## config.mk

```make
export PLATFORM = sky130hd
export DESIGN_NAME = prog_clock_divider
export DESIGN_NICKNAME = d
export VERILOG_FILES = /design/src/rtl/prog_clock_divider_pkg.sv /design/src/rtl/prog_clock_divider_channel.sv /design/src/rtl/prog_clock_divider.sv
export SDC_FILE = /design/constraint.sdc
export NUM_CORES = 1
export LEC_CHECK = 0
export CORE_MARGIN = 3
export CORE_UTILIZATION = 50
export CTS_CLUSTER_DIAMETER = 100
export DETAILED_ROUTE_END_ITERATION = 7
export PLACE_DENSITY = 0.67
export SETUP_SLACK_MARGIN = 0.4
export SYNTH_ARGS = -nofsm -noshare
export SYNTH_HDL_FRONTEND = slang
export SYNTH_SLANG_ARGS = --single-unit
```

## constraint.sdc

```tcl
create_clock -name clkin -period 16.9 [get_ports clkin]
set_input_delay 5.07 -clock clkin [delete_from_list [all_inputs] [get_ports clkin]]
set_output_delay 5.07 -clock clkin [all_outputs]
set_load 0.01 [all_outputs]
```

## src/rtl/prog_clock_divider_pkg.sv

```systemverilog
// Shared definitions for the programmable clock divider: channel-select width and
// configuration limits.
package prog_clock_divider_pkg;

    localparam int MIN_PERIOD = 2;

    // Width of the channel-select field; at least one bit even for a single channel.
    function automatic int ch_width(input int num_ch);
        return (num_ch > 1) ? $clog2(num_ch) : 1;
    endfunction

endpackage

```

## src/rtl/prog_clock_divider_channel.sv

```systemverilog
// One divider channel: free-running phase counter, active/shadow period and high time,
// and registered clkout/tick outputs.
module prog_clock_divider_channel
    import prog_clock_divider_pkg::*;
#(
    parameter int CNT_W          = 27,
    parameter int DEFAULT_PERIOD = 100000000,
    parameter int DEFAULT_HIGH   = 50000000
) (
    input  logic             clkin,
    input  logic             reset,
    input  logic             en,
    input  logic             wr,
    input  logic [CNT_W-1:0] cfg_period,
    input  logic [CNT_W-1:0] cfg_high,
    output logic             clkout,
    output logic             tick
);

    logic [CNT_W-1:0] cnt;
    logic [CNT_W-1:0] period_act;
    logic [CNT_W-1:0] high_act;
    logic [CNT_W-1:0] period_sh;
    logic [CNT_W-1:0] high_sh;
    logic             pending;
    logic             wrap;
    logic             apply;

    assign wrap  = (cnt == period_act - CNT_W'(1));
    // A write landing on the same edge wins over the apply; it is picked up at the next wrap.
    assign apply = pending && !wr && (wrap || !en);

    always_ff @(posedge clkin) begin
        if (wr) begin
            period_sh <= cfg_period;
            high_sh   <= cfg_high;
        end
    end

    always_ff @(posedge clkin or posedge reset) begin
        if (reset) begin
            cnt        <= '0;
            clkout     <= 1'b0;
            tick       <= 1'b0;
            pending    <= 1'b0;
            period_act <= CNT_W'(DEFAULT_PERIOD);
            high_act   <= CNT_W'(DEFAULT_HIGH);
        end else begin
            if (en) begin
                clkout <= (cnt < high_act);
                tick   <= (cnt == '0);
                cnt    <= wrap ? '0 : cnt + CNT_W'(1);
            end else begin
                clkout <= 1'b0;
                tick   <= 1'b0;
                cnt    <= '0;
            end
            if (apply) begin
                period_act <= period_sh;
                high_act   <= high_sh;
            end
            if (wr) begin
                pending <= 1'b1;
            end else if (apply) begin
                pending <= 1'b0;
            end
        end
    end

endmodule

```

## src/rtl/prog_clock_divider.sv

```systemverilog
// Multi-channel programmable clock/tick generator: configuration decode, write
// acknowledge/reject strobes and one divider channel per output.
module prog_clock_divider
    import prog_clock_divider_pkg::*;
#(
    parameter  int NUM_CH         = 4,
    parameter  int CNT_W          = 27,
    parameter  int DEFAULT_PERIOD = 100000000,
    parameter  int DEFAULT_HIGH   = 50000000,
    localparam int CH_W           = ch_width(NUM_CH)
) (
    input  logic              clkin,
    input  logic              reset,
    input  logic [NUM_CH-1:0] en,
    input  logic              cfg_we,
    input  logic [CH_W-1:0]   cfg_ch,
    input  logic [CNT_W-1:0]  cfg_period,
    input  logic [CNT_W-1:0]  cfg_high,
    output logic              cfg_ack,
    output logic              cfg_err,
    output logic [NUM_CH-1:0] clkout,
    output logic [NUM_CH-1:0] tick
);

    logic cfg_ok;

    // high <= period-1 is written as high < period so a small period cannot underflow.
    function automatic logic cfg_valid(input logic [CH_W-1:0]  ch,
                                       input logic [CNT_W-1:0] period,
                                       input logic [CNT_W-1:0] high);
        return (int'(ch) < NUM_CH) && (period >= CNT_W'(MIN_PERIOD)) &&
               (high != '0) && (high < period);
    endfunction

    assign cfg_ok = cfg_we && cfg_valid(cfg_ch, cfg_period, cfg_high);

    always_ff @(posedge clkin or posedge reset) begin
        if (reset) begin
            cfg_ack <= 1'b0;
            cfg_err <= 1'b0;
        end else begin
            cfg_ack <= cfg_ok;
            cfg_err <= cfg_we && !cfg_ok;
        end
    end

    for (genvar i = 0; i < NUM_CH; i++) begin : g_ch
        prog_clock_divider_channel #(
            .CNT_W          (CNT_W),
            .DEFAULT_PERIOD (DEFAULT_PERIOD),
            .DEFAULT_HIGH   (DEFAULT_HIGH)
        ) u_ch (
            .clkin      (clkin),
            .reset      (reset),
            .en         (en[i]),
            .wr         (cfg_ok && (int'(cfg_ch) == i)),
            .cfg_period (cfg_period),
            .cfg_high   (cfg_high),
            .clkout     (clkout[i]),
            .tick       (tick[i])
        );
    end

endmodule

```

==> impl_metrics.yaml <==
outcome:
  status: "finished clean"
cells_and_area:
  layoutNonFillerInstCount: 3433
  nFillCells: 4760
  drive_gt1_share_pct: 12.04
  utilization_pct: 57.33
  multi_input_area_um2: 12910
  seq_area_um2: 15060
  nets: 2831
  area_growth_pct: 11.95
setup_path:
  crit_path_cell_trace: "clkdlybuf4s50_1, ha_1, a21oi_1, a21oi_1, o311ai_0, nand4_1, o21a_1, o21ai_4, buf_4, mux2_2"
  r2r_start: "g_ch[0].u_ch.period_act[0]"
  cp_slowest_cell: "o311ai_0"
  cp_common_cell: "a21oi_1"
  rrSetupSlack_ns: 11.77
  cp_top_family: "compound AO/OA/AOI/OAI gates"
  worstSetupStartpoint: "cfg_high[6]"
  r2r_cells: 11
  cp_data_arrival_time_ns: 9.68
  startpoint_type: "input pin"
  crit_required_ns: 17.39
  critPathMaxStageDelay_ns: 0.89
  timing.rr.end: "g_ch[0].u_ch.high_act[24]"
  critPathCaptureType: "flip-flop"
  cp_max_fo: 54
  path_buf_inv: 2
  worstSetupPathType: "input pin to flip-flop"
cts:
  clk_pin_slew_ns: 0.06
  cts_made_buffers: 57
  cts_buffer_depth: 3
  cts-resized-gates: 0
  htreeDepth: 2
  cts_tree: "done"
  cts_num_sinks: 554
  clock_latency_ns: 0.63
  postCtsSetupRepairBufs: 0
  postCtsHoldBufs: 0
  cts-root-buf: "clkbuf_16"
synth:
  synth_top_area_cell: "edfxtp_1"
  synth_edf_count: 216
  syn_area_per_cell_um2: 11.33
  synth_seq_area_share_pct: 51.57
  synth_area_um2: 29210
  ys.flop_type: "dfrtp_1"
  yosysMostFrequentCell: "dfrtp_1"
  yosysTopAreaCellShare_pct: 22.21
  ys_ff_latch: 554
  ys_async_sr_fraction_pct: 61.01
  netlist_top_cells_area: "edfxtp_1 22%, dfrtp_1 21%, dfstp_2 8.6%"
  netlist_instances: 2579
  synth_top_cells_by_count: "242 x dfrtp_1, 216 x edfxtp_1, 175 x inv_1"
  syn_nets: 2784
  synth_warnings: 0
  ys_types: 82
floorplanning:
  die_w_um: 247.7
  die-area_um2: 61360
  core_area_um2: 57040
  io_pins: 73
  start_util_pct: 51.21
  fp.dieH_um: 247.7
  fp-row-count: 87
placement:
  hpwlAfterDp_mm: 54.17
  place_inst: 3323
  place_congestion: 0.8810
  portBuffers: 72
global_routing:
  grt_usage_pct: 26.46
  grt_pass1_vias: 20510
  grt_max_degree: 168
  overflow: 0
  grt_antenna_before_repair: 6
  grt_pass1_wl_mm: 123.8
power:
  p_seq_share_pct: 47.2
  pwr-share-comb_pct: 18.6
  intPower_mw: 2.748
  power.total_mw: 3.887
  clock_power_share_pct: 34.2
  p_per_area_nw_per_um2: 118.9
  p_sw_mw: 1.138
  ir_drop_v: 0.00009318
  power.share.switching_pct: 29.29
  leakage_nw: 13.43
timing:
  slew_violations: 0
  setup_viol: 0
  slew_headroom_pct: 22.49
  tightest_slew_ns: 1.161
  fin_skew_ns: 0.02104
  tns_ns: 0
  min_period_over_period_pct: 54.38
  fin_crit_ns: 9.190
  clock.fmax_mhz: 108.8
  hold_slack_ns: 0.4505
  hold_viol: 0
  rsz0062_at_grt: "false"
routing:
  drcViolationCount: 0
  first_pass_iters: 5
  drt-total-wl_mm: 80.57
  ant_nets: 0
  vias: 20980
  via_per_inst: 6.112
  drt-wirelength-per-cell_um: 23.47
  drt_iter0_markers: 1770
worst_hold_path:
  worstHoldStart: "g_ch[3].u_ch.period_sh[17]"
  hp-class: "flip-flop to flip-flop"
  holdPathStages: 1
  hold_end: "g_ch[3].u_ch.period_act[17]"
run:
  maxCapViolCount: 0
## layout make-up
class,count,share of cell area [%]
Antenna cell,3,0.02296
Multi-Input combinational cell,1711,39.48
Sequential cell,554,46.07
Timing Repair Buffer,126,3.482
Clock inverter,35,1.316
Inverter,176,2.043
Tap cell,756,2.893
Clock buffer,72,4.691
## layer usage
metal | vias up | GRT usage [%] | share of wire, %
met5 | - | 0 | 0
li1 | 9602 | - | -
met3 | 148 | 4.397 | 6.9
met2 | 662 | 41.58 | 46
met1 | 10570 | 37.57 | 44
met4 | 0 | 8.685 | 3.2
## power by group through the flow
stage                     clock network [mW]  registers [mW]  logic [mW]
final                                   1.33            1.83       0.721
after global placement                     0            1.85       0.684
after floorplan                            0            1.76       0.568
after global routing                    1.41            1.86       0.806
after CTS                               1.36            1.83       0.722
after detailed placement                   0            1.86       0.715
## how the worst max path moves through the flow
stage,slack (ns),cells after the start,endpoint
after floorplan,2.62,1,cfg_ack
after global placement,7.22,10,g_ch[3].u_ch.high_act[18]
after detailed placement,7.17,10,g_ch[3].u_ch.high_act[18]
after CTS,7.79,11,g_ch[3].u_ch.high_act[18]
after global routing,7.53,10,g_ch[3].u_ch.high_act[18]
final,7.71,10,g_ch[3].u_ch.high_act[18]
## registers in the layout, summed over array words and instances, names as in the netlist
signal,flops
g_ch.u_ch.pending,4
g_ch.u_ch.period_act,108
cfg_ack,1
g_ch.u_ch.cnt,108
cfg_err,1
g_ch.u_ch.high_sh,108
g_ch.u_ch.period_sh,108
g_ch.u_ch.tick,4
g_ch.u_ch.high_act,108
g_ch.u_ch.clkout,4
## logic make-up after synthesis
group / after synthesis / synth area share (%)
xor gates and xnor gates: 220 / 6.596
muxes: 175 / 7.166
buffers and inverters: 314 / 4.425
adders and majority gates: 142 / 6.082
DFF: 554 / 51.57
and+or+nand+nor: 812 / 15.26
AOI/OAI and AO/OA: 362 / 8.897
## worst reg2reg max path, stage by stage (launching register included)
cell	delay (ns)
dfrtp_1	0.45
inv_1	0.09
ha_1	0.21
nor2b_1	0.40
nand3_1	0.30
or3_1	0.50
a221o_1	0.34
nor4b_1	0.53
a41o_1	1.00
nor3b_2	0.36
buf_4	0.45
mux2_2	0.41
## through the flow
step | cell area [µm²] | worst slack (ns)
2_1_floorplan | 29210 | 2.622
3_3_place_gp | 30730 | 7.222
3_5_place_dp | 30730 | 7.170
4_1_cts | 32690 | 7.792
5_1_grt | 32690 | 7.526
6_report | 32700 | 7.710
## placed cells by master, fill, tap and decap left out, types with 10 or more instances in the layout
cell / synthesis / routed
and4_1: 18 / 18
and3_1: 44 / 43
nor4_1: 56 / 55
ha_1: 142 / 142
edfxtp_1: 216 / 216
nor2b_1: 47 / 47
a211oi_1: 10 / 10
dfstp_2: 96 / 96
dfrtp_1: 242 / 242
nand2_1: 102 / 102
mux2_1: 121 / 121
mux2i_1: 10 / 10
o211ai_1: 36 / 36
o2111ai_1: 11 / 11
clkdlybuf4s50_1: 0 / 72
a21oi_1: 49 / 49
buf_4: 18 / 53
nand3_1: 66 / 66
nor2_1: 139 / 137
a21o_1: 45 / 45
nand2b_1: 18 / 18
nor3b_1: 13 / 12
clkbuf_16: 0 / 58
mux2_4: 36 / 36
nor3_1: 121 / 120
nand4_1: 113 / 113
inv_1: 175 / 174
xnor2_1: 95 / 95
clkbuf_1: 103 / 11
a31oi_1: 70 / 69
o21ai_0: 30 / 30
o311ai_0: 32 / 32
or4_1: 16 / 16
xor2_1: 125 / 125
Power figures use the tool's default switching activity.
